<file path="config.mk">
export PLATFORM = sky130hd
export DESIGN_NAME = alu2_seq
export DESIGN_NICKNAME = d
export VERILOG_FILES = /design/src/rtl/alu2_pkg.sv /design/src/rtl/alu2_ptr_step.sv /design/src/rtl/alu2_seq.sv
export SDC_FILE = /design/constraint.sdc
export NUM_CORES = 1
export LEC_CHECK = 0
export BUFFER_PORTS_ARGS = -buffer_cell sky130_fd_sc_hd__buf_4
export CAP_MARGIN = 20
export CORE_ASPECT_RATIO = 1.1
export CORE_UTILIZATION = 30
export DETAILED_ROUTE_END_ITERATION = 8
export HOLD_SLACK_MARGIN = 0.05
export SLEW_MARGIN = 5
export SYNTH_ARGS = -nofsm -noshare
export SYNTH_HDL_FRONTEND = slang
export SYNTH_SLANG_ARGS = --single-unit
</file>
<file path="constraint.sdc">
create_clock -name clk -period 3.88 [get_ports clk]
set_clock_uncertainty 0.15 [all_clocks]
set_input_delay 0.194 -clock clk [delete_from_list [all_inputs] [get_ports clk]]
set_output_delay 0.194 -clock clk [all_outputs]
set_load 0.05 [all_outputs]
</file>
<file path="src/rtl/alu2_pkg.sv">
// alu2_pkg: op codes, operand-size/state types and size helper for alu2_seq.
package alu2_pkg;
  typedef enum logic [3:0] {
    ALU2_PASS1 = 4'b0000, ALU2_PASS2 = 4'b0001, ALU2_EIP  = 4'b0010, ALU2_POP = 4'b0100,
    ALU2_STR   = 4'b0101, ALU2_PUSH  = 4'b0110, ALU2_RETI = 4'b1000, ALU2_REP = 4'b1001
  } alu2_op_e;
  localparam logic [3:0] OP_PASS1 = 4'b0000;
  localparam logic [3:0] OP_PASS2 = 4'b0001;
  localparam logic [3:0] OP_EIP   = 4'b0010;
  localparam logic [3:0] OP_POP   = 4'b0100;
  localparam logic [3:0] OP_STR   = 4'b0101;
  localparam logic [3:0] OP_PUSH  = 4'b0110;
  localparam logic [3:0] OP_RETI  = 4'b1000;
  localparam logic [3:0] OP_REP   = 4'b1001;
  typedef enum logic [1:0] {SZ_1 = 2'b00, SZ_2 = 2'b01, SZ_4 = 2'b10, SZ_4B = 2'b11} op_size_e;
  typedef enum logic [0:0] {S_IDLE = 1'b0, S_REP = 1'b1} alu2_st_e;
  localparam logic [0:0] ST_IDLE = 1'b0;
  localparam logic [0:0] ST_REP  = 1'b1;
  function automatic logic [2:0] size_bytes(input logic [1:0] op_size);
    return op_size == 2'b00 ? 3'd1 : op_size == 2'b01 ? 3'd2 : 3'd4;
  endfunction
endpackage

</file>
<file path="src/rtl/alu2_ptr_step.sv">
// alu2_ptr_step: steps a pointer by the operand size, down when df is set.
module alu2_ptr_step
  import alu2_pkg::*;
#(
  parameter int DATA_W = 32
) (
  input  logic [DATA_W-1:0] ptr,
  input  logic              df,
  input  logic [1:0]        op_size,
  output logic [DATA_W-1:0] res
);
  logic [DATA_W-1:0] sz;
  assign sz = DATA_W'(size_bytes(op_size));
  assign res = df ? ptr - sz : ptr + sz;
endmodule

</file>
<file path="src/rtl/alu2_seq.sv">
// alu2_seq: registered execute-stage ALU2 with valid/ready handshakes.
// Define ALU2_REP_EN to compile in the REP string sequencer (op 1001).
module alu2_seq
  import alu2_pkg::*;
#(
  parameter int DATA_W = 32,
  parameter int CNT_W  = 32
) (
  input  logic              clk,
  input  logic              rst,
  input  logic              flush,
  input  logic              in_valid,
  output logic              in_ready,
  input  logic [3:0]        alu2_op,
  input  logic [1:0]        op_size,
  input  logic              DF_in,
  input  logic [DATA_W-1:0] sr1,
  input  logic [DATA_W-1:0] sr2,
  input  logic [DATA_W-1:0] esp,
  input  logic [DATA_W-1:0] EIP_next,
  input  logic [CNT_W-1:0]  ecx,
  output logic              out_valid,
  input  logic              out_ready,
  output logic [DATA_W-1:0] alu_res2,
  output logic [DATA_W-1:0] alu_res2_b,
  output logic [CNT_W-1:0]  ecx_out,
  output logic              out_last,
  output logic              out_nop,
  output logic              out_err
);
  logic [0:0] state;
  logic busy, accept, rep_df, n_last, n_nop, n_rep, n_err;
  logic [1:0] rep_size;
  logic [DATA_W-1:0] sz, step_a, step_b, n_res, n_b;
  logic [CNT_W-1:0] n_cnt;
  assign busy = state == ST_REP;
  assign in_ready = !busy && (!out_valid || out_ready);
  assign accept = in_valid && in_ready && !flush;
  assign sz = DATA_W'(size_bytes(op_size));
  // While iterating, the steppers walk the registered pointers of the last beat.
  alu2_ptr_step #(.DATA_W(DATA_W)) u_step_a (
    .ptr(busy ? alu_res2 : sr2), .df(busy ? rep_df : DF_in),
    .op_size(busy ? rep_size : op_size), .res(step_a)
  );
  alu2_ptr_step #(.DATA_W(DATA_W)) u_step_b (
    .ptr(busy ? alu_res2_b : sr1), .df(busy ? rep_df : DF_in),
    .op_size(busy ? rep_size : op_size), .res(step_b)
  );
  always_comb begin
    n_res = '0;
    n_b = '0;
    n_cnt = '0;
    n_last = 1'b1;
    n_nop = 1'b0;
    n_rep = 1'b0;
    n_err = 1'b0;
    case (alu2_op)
      OP_PASS1: n_res = sr1;
      OP_PASS2: n_res = sr2;
      OP_EIP:   n_res = EIP_next;
      OP_POP:   n_res = esp + sz;
      OP_STR:   n_res = step_a;
      OP_PUSH:  n_res = esp - sz;
      OP_RETI:  n_res = esp + DATA_W'(4) + sr2;
`ifdef ALU2_REP_EN
      OP_REP: begin
        n_nop = ecx == '0;
        n_res = n_nop ? sr2 : step_a;
        n_b = n_nop ? sr1 : step_b;
        n_cnt = n_nop ? '0 : ecx - CNT_W'(1);
        n_last = ecx <= CNT_W'(1);
        n_rep = !n_last;
      end
`endif
      default:  n_err = 1'b1;
    endcase
  end
`ifndef ALU2_REP_EN
  logic unused_ecx;
  assign unused_ecx = ^ecx;
`endif
  always_ff @(posedge clk or posedge rst)
    if (rst) begin
      state <= ST_IDLE;
      out_valid <= 1'b0;
      alu_res2 <= '0;
      alu_res2_b <= '0;
      ecx_out <= '0;
      out_last <= 1'b0;
      out_nop <= 1'b0;
      out_err <= 1'b0;
      rep_df <= 1'b0;
      rep_size <= 2'b00;
    end else if (flush) begin
      state <= ST_IDLE;
      out_valid <= 1'b0;
    end else if (accept) begin
      state <= n_rep ? ST_REP : ST_IDLE;
      out_valid <= 1'b1;
      alu_res2 <= n_res;
      alu_res2_b <= n_b;
      ecx_out <= n_cnt;
      out_last <= n_last;
      out_nop <= n_nop;
      out_err <= n_err;
      rep_df <= DF_in;
      rep_size <= op_size;
    end else if (out_valid && out_ready) begin
      if (busy && !out_last) begin
        alu_res2 <= step_a;
        alu_res2_b <= step_b;
        ecx_out <= ecx_out - CNT_W'(1);
        out_last <= ecx_out == CNT_W'(1);
      end else begin
        state <= ST_IDLE;
        out_valid <= 1'b0;
      end
    end
endmodule

</file>
* Yosys cells after proc, flatten, opt, wreduce, memory -nomap -nowiden
Cells that the tools add are included.
** Storage, ports and cells
- Bits in registers :: 103
- Input port bits :: 172
- Output and inout bits :: 101
** Cells by class
- Add/sub/neg operators :: 9
- Eq/ne operators :: 10
- Multiplexer cells :: 30
- Bitwise logic cells :: 1
- Reductions and logical operators :: 20
** Operators with widths (number)
- $mux 32 :: 13
- $pmux 32 s7 :: 1
- $add 32x3->32 :: 3
- $sub 32x3->32 :: 3
- $add 32x3->32 const B :: 1
- $add 32x32->32 :: 1
- $eq 32x1->1 const B :: 1
- $sub 32x1->32 const B :: 1
- $eq 4x3->1 const B :: 3
- $mux 3 :: 4
- $mux 1 :: 11
- $reduce_or 7->1 :: 1
- $logic_and 1x1->1 :: 5
- $eq 2x1->1 const B :: 2
- $eq 4x1->1 const B :: 1
- $eq 4x2->1 const B :: 1
- $eq 4x4->1 const B :: 1
- $logic_not 1->1 :: 4
- $logic_not 2->1 :: 2
- $logic_not 4->1 :: 1
- $reduce_and 2->1 :: 2
- $reduce_bool 2->1 :: 2
- $ne 3x3->1 const B :: 1
- $reduce_and 3->1 :: 1
- 4 further kinds :: 4

* Longest topological paths before layout
- Word-level depth :: 9
- Depth in mapped cells :: 15
- Depth with buffers taken out :: 14

* Hierarchy
From an unflattened synthesis, not the netlist that was laid out.
** Second synthesis, totals
- Cells, all modules :: 1137
- Area, all modules :: 9663.0 um2
** Modules (own cells, without submodules)
- alu2_seq :: times used 1, cells each 901, area an instance 7960.1 um2, sequential area each 2477.4 um2
- alu2_ptr_step :: times used 1, cells each 236, area an instance 1702.9 um2, sequential area each 0.0 um2

* Least setup slack after synthesis
Ideal clock, no wire load.
- Kind :: in2reg
- From :: in alu2_op[0]
- To :: reg alu_res2[28]
- Library setup time :: 129 ps
- Data arrival time :: 3378 ps
- Slack :: 223 ps
- Cell stages on the path :: 15
- Path buffers :: 2
- Path through :: nor2_1 -> and2_1 -> clkbuf_1 -> clkbuf_1 -> and3_1 -> ha_1 -> nor2b_1 -> o31a_2 -> o2111ai_1 -> o21ai_1 -> a221oi_1 -> o41ai_1 -> mux2i_1 -> a211oi_1 -> o22ai_1
** On the way
- Longest elaborated chain between the ends :: 3
- Elaborated cells between the ends (all ways) :: 9
- Those cells by class :: eq/ne: 6; mux: 2; reduce/logical: 1
** RTL lines
- start: declaration :: RTL line alu2_seq.sv:14 : input logic [3:0] alu2_op,
- $eq 4x4->1 (tied with other cells) :: RTL line alu2_seq.sv:57 : case (alu2_op)
- $pmux 32 s7 (*) :: RTL line alu2_seq.sv:57
- $mux 32 (*) :: RTL line alu2_seq.sv:97 : end else if (accept) begin
- end signal: assignment :: RTL line alu2_seq.sv:100 : alu_res2 <= n_res;
- end signal: assignment :: RTL line alu2_seq.sv:110 : alu_res2 <= step_a;
- end: declaration :: RTL line alu2_seq.sv:24 : output logic [DATA_W-1:0] alu_res2,
Every way passes the cells marked *; elsewhere a longest branch is shown, timed or not.
A chain may end at the register's enable or synchronous reset.

* Final worst setup path
Ends and elaborated chain as after synthesis.

==> run summary <==
The run finished with clean final reports. The sum of negative setup slack came out at 0 ps. The final antenna-violating net count is 0. The layout cell share with drive strength beyond 1 is 24.09%.

The area fraction in compound gates after synthesis is 29.28%. The total of warnings raised by yosys is 0. Averaged over all synthesized cells, the footprint is 8.549 um2. The I/O pin count is 273. The smallest clock period supported by the final layout is computed as 3589 ps. The end-of-flow core utilization came out at 39.82%. The count of standard-cell rows is 68. The clock input transition at the sequential cells of the worst setup and hold paths is 70 ps. The area growth from synthesis to layout is 29.86%. The area of the die is 0.03298 mm2. The hold violation total from the final report came out at 0. For this run, asynchronously set or reset flops after synthesis account for 100.0%. The number of clock sinks is 99. The fraction of synthesized area in multiplexers is 0.8403%.

The die extent in x came out at 173.3 um. The count of inserted antenna diode cells came out at 0. The xor-xnor portion of the synthesized cell area is 6.516%. The via count of the first global-routing pass came to 9618.

Setup violations remaining at the end of the flow were counted as 0. From bottom edge to top edge, the die measures 190.4 um. The total core area came out at 0.03157 mm2.

Setup repair after global routing left no endpoint under its margin. The number of port buffers is 239. The remaining global-route overflow is 0. For this design, the slowest cell found on the critical path is a221oi_1. The number of synthesized flops with an enable pin came out at 0. The effective utilization at floorplan is 30.66%. For this block, the routed nets add up to 36.21 mm of wire. The detail-routed net length per standard cell is 19.90 um. The initial antenna violation count is 0. The number of instances in the synthesized netlist is 1132. The clock tree from TritonCTS is built. The worst max-slew margin expressed relative to the limit came out at 22.83%. For the worst setup path, the data arrival time is 3660 ps. STA puts the critical path data required time at 3950 ps. The net count of the finished layout is 1692. In this run, synthesis produced a sequential element count of 99.

TritonCTS created 9 clock buffers. Summing the areas of all and, or, nand and nor instances in the mapped netlist gives 18.20% of the synthesized area. The net count after synthesis is 1429. The critical path goes through buf_4 > nor2_1 > and2_1 > and3_1 > ha_1 > nor2b_1 > o31a_2 > o2111ai_1 > o21ai_1 > buf_4 > a221oi_1 > o41ai_1 > buf_4 > mux2i_1 > a211oi_1 > o22ai_1. The total routing usage reported by global routing came out at 21.76%. The worst hold path belongs to the class primary input to flip-flop. For this run, the leading register cell type out of synthesis is dfrtp_1. The ratio of total power to cell area is 269.4 mW/mm2. The design draws 3.386 mW.

For this block, the initial DRC count from the detailed router was 831. The total of max-cap violations is 0. The max-slew violation count was 0. The wire length of the first global-routing pass came out at 55.39 mm. The post-synthesis share of cell area spent on full adders, half adders and majority gates came out at 16.39%. The maximum number of pins on one net before global-route repair is 106.

The most numerous cell type found on the critical path is buf_4. The netlist area before placement is 0.009678 mm2. The clock insertion delay at the later pin of the skew report came out at 340 ps. The critical-path maximum fanout is 5. The length of the first detailed-routing pass in iterations is 6. The root buffer cell is clkbuf_16.

The leakage power is 6.064 nW. After detailed routing, the number of remaining DRC violations is 0. The worst IR drop on VDD came out at 0.2068 mV. The number of buffers between clock root and the deepest sink is 2.

The highest clock rate is 278.6 MHz. Of the available clock period, the critical path in the final layout requires 92.50%. On the worst path, the slowest cell contributes a delay of 560 ps. The buffers inserted during post-CTS setup optimization is 0. The slew at the pin with the worst max-slew slack came out at 1156 ps. After filler insertion, the fill cell instance count of the layout stands at 3270. The worst setup path is launched from a primary input. The worst setup path is captured at a flip-flop. By area, the combinational part of the netlist is dominated by compound AO/OA/AOI/OAI gates.

The sequential-to-total area share from yosys stat is 25.60%. The post-detailed-route via-to-cell ratio came out at 5.482. The H-tree depth reported by CTS is 3. The critical path in this run is classified as primary input to flip-flop. The half-perimeter wire length after detailed placement is 29.11 mm. The count of unique library cells instantiated by Yosys came out at 77.

The total via count in the routed design came out at 9972. The placer's final routability congestion estimate is 0.9403.
## per-stage QoR
step                hold slack [ps]  std cells  cell area (um2)  worst slack [ps]
floorplan                     107.1       1132             9678             223.4
global placement              133.5       1800            12270             83.33
detailed placement            130.1       1800            12270             76.76
CTS                           75.17       1819            12570             415.6
global route                  78.78       1819            12570             134.6
finish                        85.24       1819            12570             290.8
## cell type report
| cell class | instances | area [um2] | area share, % |
|---|---|---|---|
| clock buffers | 11 | 232.7 | 1.852 |
| clock inverters | 4 | 28.78 | 0.2290 |
| inverters | 30 | 115.1 | 0.9159 |
| multi-input cells | 956 | 6922 | 55.07 |
| flip-flops and latches | 99 | 2477 | 19.71 |
| well taps | 420 | 525.5 | 4.181 |
| repair buffers | 299 | 2267 | 18.04 |
## repair_timing
| item | 4_1_cts | 5_1_grt |
|---|---|---|
| hold buffers | 4 | 0 |
| endpoints found under the hold margin | 41 | 0 |
| gates resized for setup | 0 | 0 |
## critical path, delay by kind of cell
family | cells | cell delay [ps]
and+or+nand+nor | 4 | 680
adders and majority gates | 1 | 230
muxes | 1 | 110
AOI/OAI and AO/OA | 7 | 1980
buffers and inverters | 3 | 480
## state kept, by name (all words and copies together), names as in the netlist
signal and count:
alu_res2_b 32, out_err 1, out_valid 1, alu_res2 32, ecx_out 32, out_last 1
## logic make-up (layout without fill, tap and decap cells)
family          after synthesis  count (layout)
compound gates              404             404
simple gates                346             346
fa+ha+maj                   125             125
flops                        99              99
buf+inv                      77             344
xor+xnor                     72              72
mux                           8               8
other cells                   1               1
## power by group
group          switching (mW)  internal (mW)  leakage, nW  total [mW]
Clock                   0.397          0.432        0.122       0.830
Combinational           0.873          0.592         4.58        1.47
Sequential             0.0267           1.06         1.36        1.09
Total                    1.30           2.09         6.06        3.39
## cell usage in the layout, fill, tap and decap left out, drive strengths merged, types with 6 or more instances in the layout
| cell | instances |
|---|---|
| a2111oi | 6 |
| a211oi | 24 |
| a21o | 26 |
| a21oi | 96 |
| a221oi | 9 |
| a222oi | 30 |
| a22o | 8 |
| a31oi | 14 |
| and2 | 72 |
| and3 | 13 |
| buf | 295 |
| clkbuf | 11 |
| dfrtp | 99 |
| ha | 122 |
| inv | 30 |
| mux2i | 7 |
| nand2 | 98 |
| nand2b | 10 |
| nand3 | 16 |
| nand4 | 9 |
| nor2 | 58 |
| nor2b | 12 |
| nor3 | 23 |
| o211ai | 15 |
| o21a | 21 |
| o21ai | 81 |
| o21bai | 9 |
| o221ai | 12 |
| o31ai | 10 |
| or2 | 9 |
| xnor2 | 42 |
| xor2 | 30 |
## worst paths after layout
path	start	end	slack, ps	cells after the start
setup / recovery	alu2_op[0]	alu_res2[28]$_DFFE_PP0P_	290	16
max in group asynchronous	rst	alu_res2_b[28]$_DFFE_PP0P_	2350	4
setup reg to reg	out_valid$_DFFE_PP0P_	alu_res2[28]$_DFFE_PP0P_	1720	7
min in group asynchronous	rst	ecx_out[16]$_DFFE_PP0P_	320	3
hold / removal	EIP_next[2]	alu_res2[2]$_DFFE_PP0P_	90	4
hold reg to reg	out_last$_DFFE_PP0P_	out_last$_DFFE_PP0P_	320	1
## Yosys cell counts, drive strengths merged, types with 21 or more instances
| master | count | area (um2) |
|---|---|---|
| a211oi | 24 | 185.2 |
| a21o | 26 | 195.2 |
| a21oi | 96 | 480.5 |
| a222oi | 30 | 300.3 |
| and2 | 72 | 450.4 |
| clkbuf | 42 | 157.7 |
| dfrtp | 99 | 2477 |
| ha | 122 | 1526 |
| inv | 30 | 112.6 |
| nand2 | 98 | 367.9 |
| nor2 | 58 | 217.7 |
| nor3 | 23 | 115.1 |
| o21a | 21 | 158.9 |
| o21ai | 81 | 405.4 |
| xnor2 | 42 | 367.9 |
| xor2 | 30 | 262.8 |
## routing by layer
metal / global-route usage, % / share of wire [%] / vias up
met5: 0 / 0 / -
met4: 8.441 / 3.2 / 0
met3: 2.492 / 5.5 / 60
met2: 35.53 / 45 / 388
met1: 29.36 / 46 / 4688
li1: - / - / 4836
Power figures use the tool's default switching activity.
